[config.mk]
export PLATFORM = sky130hd
export DESIGN_NAME = control_unit
export DESIGN_NICKNAME = d
export VERILOG_FILES = /design/src/rtl/control_unit.sv
export SDC_FILE = /design/constraint.sdc
export NUM_CORES = 1
export LEC_CHECK = 0
export ABC_CLOCK_PERIOD_IN_PS = 1900
export CORE_MARGIN = 5
export CORE_UTILIZATION = 34
export DETAILED_ROUTE_END_ITERATION = 8
export PLACE_DENSITY = 0.79
export RECOVER_POWER = 25
export SYNTH_ARGS = -nofsm -noshare
export SYNTH_HDL_FRONTEND = slang
export SYNTH_SLANG_ARGS = --single-unit
[constraint.sdc]
create_clock -name clk -period 1.9 [get_ports clk]
set_clock_uncertainty 0.05 [all_clocks]
set_input_delay 0.38 -clock clk [delete_from_list [all_inputs] [get_ports clk]]
set_output_delay 0.38 -clock clk [all_outputs]
set_load 0.02 [all_outputs]
[src/rtl/control_unit.sv]
// Multicycle control FSM for the 8-bit CPU datapath.
// Handshake note: there is no valid/ready traffic here; every output is a
// per-cycle strobe decoded from the current state (plus the Z flag in BR),
// and the datapath acts on it at the next rising edge.
module control_unit (
  input  logic       clk,
  input  logic       rst,
  input  logic [3:0] IrToCU,
  input  logic [4:0] DiToCU,
  input  logic [2:0] CznToCU,
  output logic       pcInc,
  output logic       pcLoadEn,
  output logic       diLoadEn,
  output logic       reg1Or2,
  output logic       PcOrTR,
  output logic       regOrMem,
  output logic       RegBOr0,
  output logic       RegAOr0,
  output logic       memoryReadEn,
  output logic       memoryWriteEn,
  output logic       irWriteEn,
  output logic       trWriteEn,
  output logic       bRegWriteEn,
  output logic       aRegWriteEn,
  output logic       aluResWriteEn,
  output logic       accumulatorWriteEn,
  output logic       ldCZN,
  output logic [1:0] aluOpControl,
  output logic [3:0] state,
  output logic       instrDone
);

  localparam logic [1:0] ALU_ADD = 2'b00;
  localparam logic [1:0] ALU_AND = 2'b01;

  localparam logic [2:0] OP_LOAD  = 3'b000;
  localparam logic [2:0] OP_STORE = 3'b001;
  localparam logic [2:0] OP_JMP   = 3'b010;
  localparam logic [2:0] OP_JZ    = 3'b011;
  localparam logic [2:0] OP_ADDM  = 3'b100;
  localparam logic [2:0] OP_ANDM  = 3'b101;
  localparam logic [2:0] OP_NOP   = 3'b110;
  localparam logic [2:0] OP_REG   = 3'b111;

  typedef enum logic [3:0] {
    FETCH  = 4'd0,
    DECODE = 4'd1,
    M_EX   = 4'd2,
    REG_B  = 4'd3,
    REG_A  = 4'd4,
    ALU    = 4'd5,
    WB     = 4'd6,
    ST_A   = 4'd7,
    ST_ALU = 4'd8,
    ST_WR  = 4'd9,
    BR     = 4'd10
  } state_t;

  state_t     state_q;
  state_t     state_n;
  logic [2:0] opcode;

  assign opcode = IrToCU[3:1];
  assign state  = state_q;

  // State register with synchronous reset back to FETCH.
  always_ff @(posedge clk) begin
    if (rst) state_q <= FETCH;
    else     state_q <= state_n;
  end

  // Next-state and Moore output decode; everything is forced to 0 under reset.
  always_comb begin
    state_n            = FETCH;
    pcInc              = 1'b0;
    pcLoadEn           = 1'b0;
    diLoadEn           = 1'b0;
    reg1Or2            = 1'b0;
    PcOrTR             = 1'b0;
    regOrMem           = 1'b0;
    RegBOr0            = 1'b0;
    RegAOr0            = 1'b0;
    memoryReadEn       = 1'b0;
    memoryWriteEn      = 1'b0;
    irWriteEn          = 1'b0;
    trWriteEn          = 1'b0;
    bRegWriteEn        = 1'b0;
    aRegWriteEn        = 1'b0;
    aluResWriteEn      = 1'b0;
    accumulatorWriteEn = 1'b0;
    ldCZN              = 1'b0;
    aluOpControl       = ALU_ADD;
    instrDone          = 1'b0;
    if (!rst) begin
      case (state_q)
        FETCH: begin
          PcOrTR       = 1'b1;
          memoryReadEn = 1'b1;
          irWriteEn    = 1'b1;
          pcInc        = 1'b1;
          state_n      = DECODE;
        end
        DECODE: begin
          diLoadEn = 1'b1;
          if (opcode == OP_NOP) begin
            instrDone = 1'b1;
            state_n   = FETCH;
          end else if (opcode == OP_REG) begin
            state_n = REG_B;
          end else begin
            // Second instruction byte goes into TR as the address low byte.
            PcOrTR       = 1'b1;
            memoryReadEn = 1'b1;
            trWriteEn    = 1'b1;
            pcInc        = 1'b1;
            if (opcode == OP_STORE)                         state_n = ST_A;
            else if (opcode == OP_JMP || opcode == OP_JZ)   state_n = BR;
            else                                            state_n = M_EX;
          end
        end
        M_EX: begin
          memoryReadEn = 1'b1;
          bRegWriteEn  = 1'b1;
          aRegWriteEn  = 1'b1;
          state_n      = ALU;
        end
        REG_B: begin
          regOrMem    = 1'b1;
          bRegWriteEn = 1'b1;
          state_n     = REG_A;
        end
        REG_A: begin
          reg1Or2     = 1'b1;
          aRegWriteEn = 1'b1;
          state_n     = ALU;
        end
        ALU: begin
          aluResWriteEn = 1'b1;
          ldCZN         = 1'b1;
          // LOAD and MOV pass B through by zeroing the other ALU input.
          if (opcode == OP_LOAD || (opcode == OP_REG && !DiToCU[4])) RegAOr0 = 1'b1;
          if (opcode == OP_ANDM) aluOpControl = ALU_AND;
          state_n = WB;
        end
        WB: begin
          accumulatorWriteEn = 1'b1;
          instrDone          = 1'b1;
          reg1Or2            = (opcode == OP_REG);
          state_n            = FETCH;
        end
        ST_A: begin
          aRegWriteEn = 1'b1;
          state_n     = ST_ALU;
        end
        ST_ALU: begin
          RegBOr0       = 1'b1;
          aluResWriteEn = 1'b1;
          state_n       = ST_WR;
        end
        ST_WR: begin
          memoryWriteEn = 1'b1;
          instrDone     = 1'b1;
          state_n       = FETCH;
        end
        BR: begin
          instrDone = 1'b1;
          pcLoadEn  = (opcode == OP_JMP) ? 1'b1 : CznToCU[1];
          state_n   = FETCH;
        end
        default: state_n = FETCH;
      endcase
    end
  end

endmodule

Word-level counts from Yosys, hierarchy flattened
Cells that the tools add are included.

word-level totals
  flip-flop bits (word level) = 4
  input port bits = 14
  word-level logic and storage cells = 76
  output and inout port bits = 24

cells by class
  equal/unequal tests = 16
  multiplexer cells = 47
  reduce and logical (&&, ||, !) cells = 12

operators with widths
  cell                                           count
  2-to-1 mux 1 bit                               38
  one-hot mux 4 bit (7 select lines)             1
  == test 4 x 3 -> 1 bit, second input constant  4
  2-to-1 mux 4 bit                               4
  == test 4 bit, second input constant           3
  == test 3 bit, second input constant           3
  == test 4 x 2 -> 1 bit, second input constant  2
  one-hot mux 1 bit (2 select lines)             4
  OR reduction 2 bit                             4
  == test 3 x 2 -> 1 bit, second input constant  2
  OR reduction 3 bit                             2
  == test 4 x 1 -> 1 bit, second input constant  1
  logical NOT 4 bit                              1
  == test 3 x 1 -> 1 bit, second input constant  1
  logical NOT 3 bit                              1
  logical OR 1 bit                               2
  logical AND 1 bit                              1
  logical NOT 1 bit                              1

Logic depth before layout (Yosys ltp)
  depth after elaboration = 7
  mapped depth = 4
  gate-level depth less buffers = 3

Least setup slack after synthesis
Ideal clock, no wire load.

  path kind = register to output
  start point = register state_q[3] (netlist: state[3])
  end point = output port pcInc
  data arrival time = 1,617 ps
  setup slack = -147 ps
  required time = 1,470 ps
  cell stages (with the launch flop) = 5
  buffers on the path = 2
  path through = dfxtp_1 -> or3_1 -> buf_6 -> a311oi_2 -> buf_4

on the way
  word-level cells in the longest chain between the ends = 3
  elaborated cells between the ends (all ways) = 4
  classes of those cells = eq/ne (1); mux (2); reduce/logical (1)

ends and longest elaborated chain
  item                                                         RTL line  source
  start, declared                                              59        state_t state_q;
  start signal, assigned                                       69        else state_q <= state_n;
  == test 4 x 1 -> 1 bit or logical NOT 4 bit (tied branches)  --
  one-hot mux 1 bit (2 select lines) *                         --
  2-to-1 mux 1 bit *                                           --
  end, declared                                                11        output logic pcInc,

Mark *: on every way between the ends. The rest lies on a longest branch, timed or not.

Worst setup path in the final report
  start point = register state_q[2] (netlist: state[2])
  end point = output port state[2]

RTL lines
  item           RTL line  source
  end, declared  29        output logic [3:0] state,

No word-level cell between the ends.

==> parameters.txt <==
Parameter                              Value

Logic synthesis
  Post-synth top area share    0.150
  Mean area per synthesized cell    6.85 µm²
  Cell area after synthesis    534 µm²
  Number of synthesized register bits    4
  Post-synth top flop    dfxtp_1
  XOR/XNOR Fraction of Synth Area    0.0492
  Top cell types by occurrence after synthesis    nor2_1 (9), nand2_1 (8), a21oi_1 (7), nor3_1 (6)
  Compound-Gate Fraction of Synth Area    0.241
  Yosys warning total    0
  Mapped Nets    92
  EDFF count, synth    0
  Sequential fraction of the synthesis area    0.150
  Count of mapped cells out of synthesis    78
  Share of flip-flops with an asynchronous set or reset    0
  Cell type with the largest total area after synthesis    dfxtp_1
  Top cells by area in the synthesized netlist    dfxtp_1 (15%), a21oi_1 (6.6%), nor2_1 (6.3%)
  Count of different cell masters after synthesis    34
  Simple-gate share of the synthesized area    0.391
  Multiplexer fraction of the synthesized cell area    0.0187
  Synthesized-area fraction occupied by adder cells    0
  Combinational family with the most area after synthesis    simple AND/OR/NAND/NOR gates
  Most frequent cell after synthesis    nor2_1

Die
  Area enclosed by the die boundary    0.00246 mm²
  Num rows    14
  Boundary pin count    38
  Initial core utilization    0.355
  Die X-Extent    49.6 µm
  Floorplan die height    49.6 µm
  Total core area    0.00151 mm²

Worst setup path
  CP top delay family    buffers and inverters
  Launch point of the worst reg-to-reg path    state[1]
  Critical path launch point    state[2]
  Setup crit end    state[2]
  Crit Path Category    flop to output pin
  Critical path required time    1.47 ns
  Worst setup slack for register-to-register paths    0.49 ns
  Kind of start point of the critical path    flop
  Critical register-to-register path endpoint    state[3]
  Largest fanout on the critical path    13
  Count of buffer and inverter cells on the critical path    2
  Crit path cell chain    buf_4, clkdlybuf4s50_1
  Type of element capturing the critical path    output pin
  Logic depth of the worst register-to-register path    4
  Endpoint arrival time on the critical path    1.39 ns
  Logic depth of the worst path, buffers included    2
  Largest stage delay, worst path    0.63 ns
  Max stage delay cell, worst path    clkdlybuf4s50_1

GRT
  Overall Global Routing Usage    0.163
  Antenna violations before repair    0
  GRT Residual Overflow    0
  Via count of the first global-routing pass    704
  Global-route wire length before repair    3140 µm
  Largest net degree at the start of global routing    15

Clock tree
  Max H-tree Level    1
  Clock buffer count from CTS    3
  CTS Sinks    4
  Post-CTS Setup Bufs    0
  Number of buffers inserted for hold repair after clock tree synthesis    0
  Later-pin clock latency in the skew report    0.24 ns
  Clock root buffer    clkbuf_4
  Reg clk slew, reported paths    0.04 ns
  CTS tree    yes
  Max Buffers Root-to-Sink    2

Drt
  Remaining number of nets flagged by the antenna check after routing    0
  Via count    737
  DRC violation total after the first TritonRoute iteration    18
  DRC errors left    0
  DRT Wirelength    1990 µm
  Detail-routed net length per standard cell    14.8 µm
  Vias/cell    5.46
  Length of the first detailed-routing pass in iterations    4

Timing
  Final number of hold-violating endpoints    0
  Final setup violating endpoints    0
  Final critical-path share of the clock period    0.958
  Maximum frequency from static timing analysis    549 MHz
  Count of pins over their slew limit    0
  Minimum clock period    1.82 ns
  Setup repair after global routing missed its margin    yes
  Final setup slack of the worst path    0.0789 ns

Finish
  Max reg flops    4
  Count of nets after finishing    135
  Number of inserted diodes    0
  Final instance area    930 µm²
  Final core utilization    0.617
  Share of final-layout standard cells stronger than drive strength 1    0.387
  Count of placed standard cells in the final layout, fillers left out    135
  Syn-to-layout area delta    74.0%

Status
  Run status    finished clean

Pwr
  Part of the total power dissipated in combinational logic    0.568
  Peak supply drop    0.000268 V
  Total power    482 µW
  Switching share of total power    0.404
  Internal power    288 µW
  Proportion of power drawn by the clock network    0.225
  Total power density per cell area    519 mW/mm²
  Static power due to leakage    0.000445 µW
  Psw    195 µW
  Sequential Power Share    0.207

Run
  Max_cap viols    0

Placed design
  # port buffers    29
  Post-detailed-placement cell area    926 µm²
  Detailed-placement wirelength estimate    1450 µm
  GPL Wtd Cong    0.733
  DP Worst Slack    -0.699 ns
  Cell Count Post-Placement    132

Hold path
  Path type of the worst min-delay path    primary input to flop
## cells in the final DEF, fill, tap and decap left out, drive strengths merged, types with 2 or more instances in the layout
cell           Yosys  layout
buf                9      32
clkbuf             0       3
dfxtp              4       4
a21oi              7       7
clkdlybuf4s15      0       6
inv                3       3
nor2              10      10
xnor2              2       2
o21ai              2       2
dlymetal6s2s       0       2
dlygate4sd2        0       4
clkdlybuf4s50      0       3
or3                3       3
nand2b             3       3
nor2b              3       3
nor3               6       6
nand2              8       8
## how the worst min path moves through the flow
stage,depth (start not counted),from,slack (ns),end
floorplan,1,rst,0.40,state[3]
global placement,2,state[3],0.54,state[2]
detailed placement,2,state[3],0.55,state[2]
CTS,3,rst,0.44,state[0]
global route,3,rst,0.47,state[0]
finish,3,rst,0.45,state[0]
## final cells by class
cell class	instances	area [µm²]
inverter	3	11.3
sequential	4	80.1
clock buffer	3	22.5
tap	16	20.0
fill	131	577
multi-input combinational	62	414
timing repair buffer	47	382
## layer usage
metal,GRT usage,part of all wire,wire length (µm)
met1,0.166,0.36,725
met2,0.292,0.52,1040
met3,0.0241,0.085,169
met4,0.122,0.029,57
met5,0,0,0
## logic make-up (layout without fill, tap and decap cells)
logic type      count (synthesis)  in the layout
simple gates                   39             39
compound gates                 18             18
buf+inv                        12             53
flops                           4              4
xor+xnor                        3              3
other cells                     1              1
mux                             1              1
## stage by stage
stage,hold WS (ns),setup TNS [ns]
after floorplan,0.399,0
after global placement,0.536,-10.18
after detailed placement,0.546,-10.46
after CTS,0.440,0
after global routing,0.470,-0.0447
final,0.447,0
## tightest hold or removal path, cell delays in order
cell,delay (ns)
buf_2,0.09
buf_4,0.16
a211oi_1,0.05
## repair_timing
| item | in CTS | in global routing |
|---|---|---|
| setup endpoints to repair | 20 | 9 |
| gates resized for setup | 92 | 5 |
| pin swaps | 2 | 1 |
## power by group through the flow
| stage | logic (µW) | clock network (µW) | registers [µW] |
|---|---|---|---|
| final | 274 | 109 | 99.7 |
| after global routing | 292 | 118 | 101 |
| after CTS | 271 | 110 | 98.4 |
| after detailed placement | 278 | 0 | 99.4 |
| after global placement | 270 | 0 | 99.0 |
| after floorplan | 153 | 0 | 112 |
No activity file was read; power rests on OpenSTA's default activity.
